$ cat config.mk
export PLATFORM = sky130hd
export DESIGN_NAME = clk_div_prog
export DESIGN_NICKNAME = d
export VERILOG_FILES = /design/src/rtl/clk_div_prog.sv
export SDC_FILE = /design/constraint.sdc
export NUM_CORES = 1
export LEC_CHECK = 0
export ABC_AREA = 0
export ABC_CLOCK_PERIOD_IN_PS = 10300
export BUFFER_PORTS_ARGS = -buffer_cell sky130_fd_sc_hd__buf_4
export CORE_AREA = 10 10 76 78
export DETAILED_ROUTE_END_ITERATION = 16
export DIE_AREA = 0 0 86 88
export PLACE_DENSITY_LB_ADDON = 0.15
export SYNTH_ARGS = -nofsm -noshare
export SYNTH_HDL_FRONTEND = slang
export SYNTH_SLANG_ARGS = --single-unit
$ cat constraint.sdc
create_clock -name clk_in -period 10.3 [get_ports clk_in]
set_clock_uncertainty 0.15 [all_clocks]
set_input_delay 1.03 -clock clk_in [delete_from_list [all_inputs] [get_ports clk_in]]
set_output_delay 1.03 -clock clk_in [all_outputs]
set_load 0.01 [all_outputs]
$ cat src/rtl/clk_div_prog.sv
// Runtime-programmable integer clock divider.
// A new divisor is staged with div_load and only takes effect at a period
// boundary, or on the next edge when the divider is stopped. This keeps
// clk_out free of runt pulses.
module clk_div_prog #(
  parameter int WIDTH       = 8,
  parameter int DIV_DEFAULT = 2
) (
  input  logic             clk_in,
  input  logic             reset,
  input  logic             en,
  input  logic [WIDTH-1:0] div_val,
  input  logic             div_load,
  output logic             clk_out,
  output logic             tick,
  output logic [WIDTH-1:0] count,
  output logic [WIDTH-1:0] div_cur,
  output logic             pend
);

  localparam logic [WIDTH-1:0] DEF = WIDTH'(DIV_DEFAULT);
  localparam logic [WIDTH-1:0] ONE = WIDTH'(1);

  logic [WIDTH-1:0] stg, stg_next;
  logic [WIDTH-1:0] count_next, div_next, half_next;
  logic             pend_next, tick_next, clk_next, boundary;

  // Next-state logic: staging, counting, boundary detection and divisor apply
  always_comb begin
    count_next = count;
    div_next   = div_cur;
    stg_next   = stg;
    pend_next  = pend;
    boundary   = 1'b0;

    if (div_load) begin
      stg_next  = div_val;
      pend_next = 1'b1;
    end

    if (div_cur == '0) begin
      // Stopped: a value staged on an earlier edge is applied now, whatever en is.
      // A load arriving on this same edge stays staged for the next edge.
      count_next = '0;
      if (pend) begin
        div_next  = stg;
        pend_next = div_load;
      end
    end else if (en) begin
      if (count == div_cur - ONE) begin
        boundary   = 1'b1;
        count_next = '0;
        // A load on the boundary edge takes priority over the older staged value
        if (div_load) begin
          div_next  = div_val;
          pend_next = 1'b0;
        end else if (pend) begin
          div_next  = stg;
          pend_next = 1'b0;
        end
      end else begin
        count_next = count + ONE;
      end
    end

    // ceil(D/2) is computed without forming D+1, so it cannot overflow when D is all ones
    half_next = (div_next >> 1) + {{(WIDTH-1){1'b0}}, div_next[0]};
    clk_next  = (count_next < half_next);
    // Applying a divisor of 0 stops the divider, so that boundary produces no tick
    tick_next = boundary && (div_next != '0);
  end

  // State and registered outputs; reset has priority over every other input
  always_ff @(posedge clk_in) begin
    if (reset) begin
      count   <= '0;
      div_cur <= DEF;
      stg     <= '0;
      pend    <= 1'b0;
      tick    <= 1'b0;
      clk_out <= (DEF != '0);
    end else begin
      count   <= count_next;
      div_cur <= div_next;
      stg     <= stg_next;
      pend    <= pend_next;
      tick    <= tick_next;
      clk_out <= clk_next;
    end
  end

endmodule

# Word level (Yosys, flattened, before mapping)
# Index checks and enable logic that the tools add are counted.
# totals
mem_bits_rw,0
latchBits,0
mem_count,0
in_bits,12
romBits,0
elab_cells,32
out_inout_bits,19
reg_bits,27
# op_classes
eq_ne,1
n_addsub,3
n_reduce_logical,3
mul,0
order_cmp,1
bitwise_logic,0
shift,0
div,0
n_mux,18
# ops
cell,count
2-to-1 mux 8 bit,8
2-to-1 mux 1 bit,10
adder 7 x 1 -> 8 bit,1
adder 8 x 1 -> 8 bit (second input constant),1
equality test 8 bit,1
zero test 8 bit,1
less-than comparator 8 bit,1
nonzero test 8 bit,1
subtractor 8 x 1 -> 8 bit (second input constant),1
logical AND 1 bit,1

# Longest topological paths before layout
# Gate-level depths: netlist (run 1).
# logic_depth
word_depth,7
mapped_depth,19
depth_no_buf,18

# Least setup slack after synthesis (run 1)
# Ideal clock, no wire load.
# synth_timing
path_type,reg-to-reg
startpoint,reg div_cur[2]
endpoint,reg clk_out
period_less_slack_ns,4.281
setup_time_ns,0.074
path_buffers,2
required_time_ns,10.076
path_stages_with_launch,19
arrival_time_ns,4.057
slack_ns,6.019
cell_sequence,dfxtp_1 -> buf_6 -> or4_1 -> or3_1 -> a211o_1 -> nor3_4 -> or2_1 -> buf_4 -> o21ai_1 -> a222oi_1 -> ha_1 -> nand3_2 -> xnor2_1 -> ha_1 -> a21o_1 -> a21o_1 -> a21oi_1 -> o21ai_0 -> a31oi_1
# synth_via
elab_chain_len,7
word_cells_on_any_way,13
cone_classes,add/sub: 2; order compare: 1; eq/ne: 1; mux: 8; reduce/logical: 1
# synth_rtl
item,line,rtl
from (decl),17,"output logic [WIDTH-1:0] div_cur,"
from (signal assigned),84,div_cur <= div_next;
subtractor 8 x 1 -> 8 bit,50,if (count == div_cur - ONE) begin
equality test 8 bit,50,
2-to-1 mux 8 bit,50,
2-to-1 mux 8 bit,49,end else if (en) begin
2-to-1 mux 8 bit (*),41,if (div_cur == '0) begin
via div_next[1],25,"logic [WIDTH-1:0] count_next, div_next, half_next;"
adder 7 x 1 -> 8 bit (*),67,"half_next = (div_next >> 1) + {{(WIDTH-1){1'b0}}, div_next[0]};"
less-than comparator 8 bit (*),68,clk_next = (count_next < half_next);
to (signal assigned),81,clk_out <= (DEF != '0);
to (signal assigned),88,clk_out <= clk_next;
to (decl),14,"output logic clk_out,"
# The timed path passes the listed nets; every way through them passes the cells marked *.
# A chain may end at the register's enable or synchronous reset.

# Worst setup path in the final report (run 1)
# Same ends and word-level chain as after synthesis.

==> flow_summary.ini, run 1 <==
[power_and_ir_drop]
p_sw_mw = 0.1220
intPower_mw = 0.1986
irDropWorstVdd_mv = 0.05858
power.density_nw_per_um2 = 147.8
power.share.clock_pct = 19.2
p_seq_share_pct = 40.2
power_mw = 0.3206
switching_share_pct = 38.05
leakage_nw = 0.9394
p_comb_share_pct = 40.6

[finish]
antenna_cells = 0
drive_gt1_share_pct = 18.90
area_delta_synth_final_pct = 15.00
multi_input_area_um2 = 1272
final_cell_mix = 30 x buf_4, 27 x dfxtp_1, 26 x nor2_1, 26 x nand2_1, 16 x a21oi_1
nets = 279
mostFrequentLayoutCell = buf_4
regArea_um2 = 540.5
n_fill_cell = 456
post_layout_nonfiller_instances = 306

[clocking]
cts.repair.resized = 0
post-cts-setup-buffer-count = 0
clkSinkCount = 27
ctsHtreeMaxLevel = 1
cts_root_buffer = clkbuf_8
clock_latency_ps = 280
clockBufferDepth = 2
cts_tree = built
ctsHoldBuffers = 0
clkTransAtPathRegs_ps = 90
numCtsBuffers = 3

[setup_path]
r2r-start = div_cur[2]
critPathRequiredTime_ps = 10360
crit_path_max_fanout = 17
r2r_setup_slack_ps = 5440
cp_data_arrival_time_ps = 4930
crit_path_end_kind = flip-flop
r2r-end = clk_out
reg2reg_depth = 16
startpoint_type = flip-flop
path_class = flip-flop to flip-flop

[timing]
setup_viol = 0
slew_headroom_pct = 62.88
setup-tns-final_ps = 0
slew_violations = 0
holdWs_ps = 323.1
tightest_slew_ps = 551.7
hold_viol_final = 0
max_freq_mhz = 205.6
period_needed_ps = 4864
rsz0062_at_grt = false
period_share_pct = 47.22

[placed_design]
hpwlAfterDp_um = 3596
dp.cells = 302
place.gp.congestion = 0.8342
io_buffers = 30

[global_routing]
grt_overflow = 0
grt_max_degree = 29
grt_usage_pct = 12.47
grt_pass1_wl_um = 7859
antenna_found_initial = 0
grt_pass1_vias = 1640

[yosys]
synth.ff_latch_count = 27
synth.yosys.seq_area_share_pct = 28.67
synth.top_cell.area_share_pct = 28.67
synth.net_count = 255
synth_area_um2 = 1886
synth_warnings = 0
ys_async_sr_fraction_pct = 0
synth_cells = 231
synth_edf_count = 0
yosys.area.top_type = dfxtp_1
synth.area.top_cells = dfxtp_1 29%, ha_1 8.0%, xnor2_1 6.0%, nand2_1 5.2%, nor2_1 5.2%
synth_area_per_cell_um2 = 8.163
synth_cell_types = 48
synth_ff_type = dfxtp_1

[detailed_routing]
drtPass1Iterations = 4
wl_per_cell_um = 15.25
drtIter0Drc = 105
ant_nets = 0
via_per_inst = 5.477
drc = 0
wirelength_um = 4667
vias = 1676

[run_status]
status = complete, no violations

[floorplan]
io_pins = 31
die_h_um = 88
start_util_pct = 43.91
die_x_um = 86
design.die.area_um2 = 7568
core_um2 = 4294
rows = 24

[min_path]
min_path_type = flip-flop to flip-flop
hold_depth = 2
whs_endpoint = stg[3]
hold_start = stg[3]

[job]
maxCapViolations = 0
-- cells in the mapped netlist, types with 3 or more instances --
cell type	n
dfxtp_1	27
nand2_1	26
nor2_1	26
a21oi_1	16
xnor2_1	13
ha_1	12
nor3_1	11
mux2i_1	9
nand3_1	8
xor2_1	8
clkbuf_1	7
mux2_2	7
o21ai_0	7
inv_1	4
or3_1	4
a21o_1	3
and3_1	3
nand4_1	3
nor2b_1	3
-- sequential cells by signal, summed over array words and instances, names as in the netlist --
signal,cells
stg,8
pend,1
clk_out,1
count,8
tick,1
div_cur,8
-- power by group through the flow --
stage | Clock, mW | Sequential, mW | Combinational (mW)
global placement | 0 | 0.131 | 0.130
global route | 0.0685 | 0.131 | 0.146
finish | 0.0615 | 0.129 | 0.130
CTS | 0.0638 | 0.129 | 0.132
floorplan | 0 | 0.128 | 0.0993
detailed placement | 0 | 0.131 | 0.131
-- how the worst max path moves through the flow --
stage | start | end | cells past startpoint
after floorplan | div_cur[2] | clk_out | 18
after global placement | div_cur[2] | clk_out | 16
after detailed placement | div_cur[2] | clk_out | 16
after CTS | div_cur[2] | clk_out | 16
after global routing | div_cur[2] | clk_out | 16
final | div_cur[2] | clk_out | 16
-- critical path, cell delays in order (launching register included) --
cell,delay (ps)
dfxtp_1,410
or4_1,560
or3_1,380
a211o_1,380
nor3_4,300
or2_1,490
o21ai_1,120
a222oi_1,470
ha_1,330
nand3_2,100
xnor2_1,140
ha_1,300
a21o_1,160
a21o_1,170
a21oi_1,120
o21ai_0,80
a31oi_1,140
-- layer usage --
layer  track usage, %  routed length, um  share of wire [%]  vias to the layer above
met2            20.22               2059                 44                       33
met3            2.971                228                4.9                        5
met5                0                  0                  0                        -
met1            16.15               2332                 50                      776
met4            3.144                 46               0.99                        0
li1                 -                  -                  -                      862
-- area by class of cell --
class	count	share of cell area [%]
multi-input cells	188	58.68
flip-flops and latches	27	24.93
repair buffers	30	10.39
well taps	52	3.001
clock buffers	3	1.904
inverters	5	0.8656
clock inverters	1	0.2308
-- metrics by stage --
step / area [um2] / setup slack (ps) / utilization, %
2_1_floorplan: 1886 / 6019 / -
3_3_place_gp: 2122 / 5610 / 49.42
3_5_place_dp: 2122 / 5474 / 49.42
4_1_cts: 2168 / 5448 / 50.50
5_1_grt: 2168 / 5063 / 50.50
6_report: 2168 / 5436 / 50.50
-- logic make-up after synthesis --
family                   Yosys count  share of synthesized area, %
AO/OA/AOI/OAI                     41                         14.27
XOR/XNOR                          21                         9.755
AND/OR/NAND/NOR                   98                         26.54
adder cells (fa/ha/maj)           12                         7.963
buffers and inverters             16                         3.848
multiplexers                      16                         8.959
flip-flops                        27                         28.67
Power figures use the tool's default switching activity.
==> inputs of run 2 (changes only) <==
--- a/config.mk
+++ b/config.mk
@@ -6,7 +6,7 @@
 export NUM_CORES = 1
 export LEC_CHECK = 0
 export ABC_AREA = 0
-export ABC_CLOCK_PERIOD_IN_PS = 10300
+export ABC_CLOCK_PERIOD_IN_PS = 5000
 export BUFFER_PORTS_ARGS = -buffer_cell sky130_fd_sc_hd__buf_4
 export CORE_AREA = 10 10 76 78
 export DETAILED_ROUTE_END_ITERATION = 16
==> constraint.sdc (replaced) <==
create_clock -name clk_in -period 5 [get_ports clk_in]
set_clock_uncertainty 0.15 [all_clocks]
set_input_delay 0.5 -clock clk_in [delete_from_list [all_inputs] [get_ports clk_in]]
set_output_delay 0.5 -clock clk_in [all_outputs]
set_load 0.01 [all_outputs]
==> flow_summary.ini, run 2 (synthesized netlist as in run 1, its figures left out) <==
[detailed_routing]
drtPass1Iterations = 4
wl_per_cell_um = 15.49
wirelength_um = 4755
vias = 1683
via_per_inst = 5.482
ant_nets = 0
drc = 0
drtIter0Drc = 102

[finish]
area_delta_synth_final_pct = 15.33
reg.largest.list = count x8, div_cur x8, stg x8
nets = 280
post_layout_nonfiller_instances = 307
final_cell_mix = 31 x buf_4, 27 x dfxtp_1, 26 x nor2_1, 26 x nand2_1, 16 x a21oi_1
mostFrequentLayoutCell = buf_4
drive_gt1_share_pct = 18.82
antenna_cells = 0

[timing]
setup_slack_ps = 534.3
tightest_slew_ps = 602.0
hold_viol_final = 0
slew_violations = 0
holdWs_ps = 307.3
period_share_pct = 89.31
max_freq_mhz = 223.9
period_needed_ps = 4466
setup-tns-final_ps = 0
rsz0062_at_grt = false
slew_headroom_pct = 59.50
setup_viol = 0

[placed_design]
io_buffers = 30
place.gp.congestion = 0.8899
pre_cts_ws_ps = 591.4
dp.cells = 303
hpwlAfterDp_um = 3644

[job]
maxCapViolations = 0

[power_and_ir_drop]
power.density_nw_per_um2 = 309.0
irDropWorstVdd_mv = 0.1253
leakage_nw = 0.9420

[setup_path]
reg2reg_depth = 16
crit_path_max_fanout = 11
max_stage_delay_ps = 560
critPathRequiredTime_ps = 5060
crit_chain = or4_1 -> or3_1 -> a211o_1 -> nor3_4 -> or2_1 -> o21ai_1 -> a222oi_1 -> ha_1 -> nand3_2 -> xnor2_1 -> ha_1 -> a21o_1 -> a21o_1 -> a21oi_1 -> o21ai_0 -> a31oi_1
startpoint_type = flip-flop
path_class = flip-flop to flip-flop
cp_data_arrival_time_ps = 4530
r2r-start = div_cur[2]
r2r-end = clk_out
crit_path_end_kind = flip-flop
r2r_setup_slack_ps = 530
crit_slowest_cell = or4_1

[global_routing]
antenna_found_initial = 0
grt_usage_pct = 12.73
grt_pass1_wl_um = 7790
grt_overflow = 0
grt_max_degree = 29
grt_pass1_vias = 1581

[floorplan]
design.die.area_um2 = 7568
die_h_um = 88
core_um2 = 4294
die_x_um = 86
rows = 24
io_pins = 31
start_util_pct = 43.91

[clocking]
clkTransAtPathRegs_ps = 100
ctsHtreeMaxLevel = 1
ctsHoldBuffers = 0
clock_latency_ps = 280
clockBufferDepth = 2
clkSinkCount = 27
post-cts-setup-buffer-count = 0
cts.repair.resized = 0
cts_root_buffer = clkbuf_8
numCtsBuffers = 3
cts_tree = built

[run_status]
status = complete, no violations

[min_path]
hold_depth = 3
whs_endpoint = stg[1]
min_path_type = input pin to flip-flop
hold_start = div_val[1]
run 2: worst max path at each step:
| stage | start | to | slack (ps) | cells after the start |
|---|---|---|---|---|
| 3_5_place_dp | div_cur[2] | clk_out | 590 | 16 |
| 3_3_place_gp | div_cur[2] | clk_out | 710 | 16 |
| 5_1_grt | div_cur[2] | clk_out | 210 | 16 |
| 4_1_cts | div_cur[2] | clk_out | 540 | 16 |
| 6_report | div_cur[2] | clk_out | 530 | 16 |
| 2_1_floorplan | div_cur[2] | clk_out | 720 | 18 |
run 2: cell type report:
| type | instances | area [um2] |
|---|---|---|
| Sequential cell | 27 | 540.5 |
| Multi-Input combinational cell | 188 | 1272 |
| Timing Repair Buffer | 31 | 232.7 |
| Inverter | 5 | 18.77 |
| Clock buffer | 4 | 45.04 |
| Tap cell | 52 | 65.06 |
| Fill cell | 438 | 2120 |
run 2: routing by layer:
| metal | vias to the layer above | part of all wire [%] | track usage [%] |
|---|---|---|---|
| li1 | 866 | - | - |
| met1 | 785 | 50 | 16.84 |
| met2 | 27 | 45 | 19.68 |
| met3 | 5 | 4.2 | 2.693 |
| met4 | 0 | 1.5 | 4.940 |
| met5 | - | 0 | 0 |
run 2: worst max-delay path: cells and delay by family, from the launching register on:
kind            cells  cell delay, ps
compound gates      8            1550
fa+ha+maj           2             620
xor+xnor            1             150
simple gates        5            1510
flops               1             410
run 2: power breakdown:
group | internal [mW] | switching [mW] | leakage, nW
registers | 0.235 | 0.0303 | 0.220
logic | 0.122 | 0.153 | 0.699
clock network | 0.0574 | 0.0749 | 0.0228
run 2: metrics by stage:
| stage | util (%) | power [mW] | instance area [um2] |
|---|---|---|---|
| floorplan | - | 0.4680 | 1886 |
| global placement | 49.59 | 0.5430 | 2130 |
| detailed placement | 49.59 | 0.5449 | 2130 |
| CTS | 50.64 | 0.6735 | 2175 |
| global route | 50.64 | 0.7178 | 2175 |
| finish | 50.64 | 0.6719 | 2175 |
==> inputs of run 3 (changes only) <==
--- a/config.mk
+++ b/config.mk
@@ -6,11 +6,11 @@
 export NUM_CORES = 1
 export LEC_CHECK = 0
 export ABC_AREA = 0
-export ABC_CLOCK_PERIOD_IN_PS = 5000
+export ABC_CLOCK_PERIOD_IN_PS = 5330
 export BUFFER_PORTS_ARGS = -buffer_cell sky130_fd_sc_hd__buf_4
-export CORE_AREA = 10 10 76 78
+export CORE_AREA = 10 10 70 72
 export DETAILED_ROUTE_END_ITERATION = 16
-export DIE_AREA = 0 0 86 88
+export DIE_AREA = 0 0 80 82
 export PLACE_DENSITY_LB_ADDON = 0.15
 export SYNTH_ARGS = -nofsm -noshare
 export SYNTH_HDL_FRONTEND = slang
==> constraint.sdc (replaced) <==
create_clock -name clk_in -period 5.33 [get_ports clk_in]
set_clock_uncertainty 0.15 [all_clocks]
set_input_delay 0.533 -clock clk_in [delete_from_list [all_inputs] [get_ports clk_in]]
set_output_delay 0.533 -clock clk_in [all_outputs]
set_load 0.01 [all_outputs]
==> flow_summary.ini, run 3 (synthesized netlist as in run 1, its figures left out) <==
[run_status]
status = complete, no violations

[timing]
setup_viol = 0
max_freq_mhz = 213.9
holdWs_ps = 294.8
period_needed_ps = 4676
slew_headroom_pct = 61.70
hold_viol_final = 0
tightest_slew_ps = 573.7
rsz0062_at_grt = false
setup_slack_ps = 654.1
slew_violations = 0
setup-tns-final_ps = 0
period_share_pct = 87.73

[setup_path]
r2r-end = clk_out
cp_data_arrival_time_ps = 4800
crit_chain = or4_1 -> or3_1 -> a211o_1 -> nor3_4 -> or2_1 -> buf_4 -> o21ai_1 -> a222oi_1 -> ha_1 -> nand3_2 -> xnor2_1 -> ha_1 -> a21o_1 -> a21o_1 -> a21oi_1 -> o21ai_0 -> a31oi_1
crit_path_max_fanout = 17
startpoint_type = flip-flop
reg2reg_depth = 17
crit_family = compound AO/OA/AOI/OAI gates
crit_path_end_kind = flip-flop
crit_slowest_cell = or4_1
max_stage_delay_ps = 560
r2r_setup_slack_ps = 650
path_class = flip-flop to flip-flop
r2r-start = div_cur[2]
critPathRequiredTime_ps = 5450
path_buf_inv = 1

[detailed_routing]
ant_nets = 0
drtPass1Iterations = 4
wirelength_um = 4586
via_per_inst = 5.581
drc = 0
vias = 1691
wl_per_cell_um = 15.14
drtIter0Drc = 122

[finish]
antenna_cells = 0
nets = 280
area_delta_synth_final_pct = 14.13
final_cell_mix = 31 x buf_4, 27 x dfxtp_1, 26 x nor2_1, 26 x nand2_1, 16 x a21oi_1
drive_gt1_share_pct = 19.22
mostFrequentLayoutCell = buf_4
reg.largest.list = count x8, div_cur x8, stg x8

[global_routing]
grt_pass1_wl_um = 7576
grt_overflow = 0
antenna_found_initial = 0
grt_pass1_vias = 1613
grt_usage_pct = 14.22
grt_max_degree = 29

[min_path]
hold_depth = 3
hold_start = div_val[1]
whs_endpoint = stg[1]
min_path_type = input pin to flip-flop

[clocking]
clkSinkCount = 27
cts_root_buffer = clkbuf_4
clockBufferDepth = 2
cts_tree = built
numCtsBuffers = 3
clock_latency_ps = 330
post-cts-setup-buffer-count = 0
clkTransAtPathRegs_ps = 150
cts.repair.resized = 0
ctsHtreeMaxLevel = 1
ctsHoldBuffers = 0

[floorplan]
die_x_um = 80
rows = 22
start_util_pct = 52.69
die_h_um = 82
core_um2 = 3578
design.die.area_um2 = 6560
io_pins = 31

[power_and_ir_drop]
irDropWorstVdd_mv = 0.1362
leakage_nw = 0.9370
power.density_nw_per_um2 = 276.7
power_mw = 0.5954

[placed_design]
pre_cts_ws_ps = 651.1
io_buffers = 30
place.gp.congestion = 0.8510
hpwlAfterDp_um = 3546

[job]
maxCapViolations = 0
## run 3: changes by cell type in the layout (fill, tap and decap cells not counted)
| cell | change |
|---|---|
| clkbuf_1 | -1 |
| clkbuf_4 | +3 |
| clkbuf_8 | -3 |
| clkinv_2 | +1 |
## run 3: where the power goes
part,internal [mW],switching (mW)
logic,0.114,0.141
registers,0.220,0.0290
clock network,0.0282,0.0626
## run 3: worst min-delay path, delay by kind of cell
| kind | cells | cell delay (ps) |
|---|---|---|
| simple gates | 1 | 70 |
| buf+inv | 1 | 80 |
| mux | 1 | 60 |
## run 3: layout make-up
type                            instances  area [um2]
Inverter                                5       18.77
Sequential cell                        27       540.5
Multi-Input combinational cell        188        1272
Fill cell                             345        1426
Clock buffer                            3       22.52
Timing Repair Buffer                   31       232.7
Tap cell                               48       60.06
Clock inverter                          1       5.005
## run 3: how the worst max path moves through the flow
| stage | slack (ps) | cells past startpoint | end | startpoint |
|---|---|---|---|---|
| after global placement | 800 | 17 | clk_out | div_cur[2] |
| after global routing | 320 | 17 | clk_out | div_cur[2] |
| final | 650 | 17 | clk_out | div_cur[2] |
| after floorplan | 1050 | 18 | clk_out | div_cur[2] |
| after CTS | 630 | 17 | clk_out | div_cur[2] |
| after detailed placement | 650 | 17 | clk_out | div_cur[2] |
## run 3: metal layers
layer / up-vias / track usage (%) / share of wire [%]
met5: - / 0 / 0
met4: 0 / 3.521 / 0.48
met3: 2 / 3.166 / 7.4
met2: 45 / 22.55 / 45
met1: 780 / 19.07 / 47
li1: 864 / - / -
## run 3: through the flow
| stage | instances | area [um2] | utilization, % |
|---|---|---|---|
| 2_1_floorplan | 231 | 1886 | - |
| 5_1_grt | 303 | 2152 | 60.14 |
| 4_1_cts | 303 | 2152 | 60.14 |
| 3_5_place_dp | 299 | 2125 | 59.37 |
| 3_3_place_gp | 299 | 2125 | 59.37 |
| 6_report | 303 | 2152 | 60.14 |
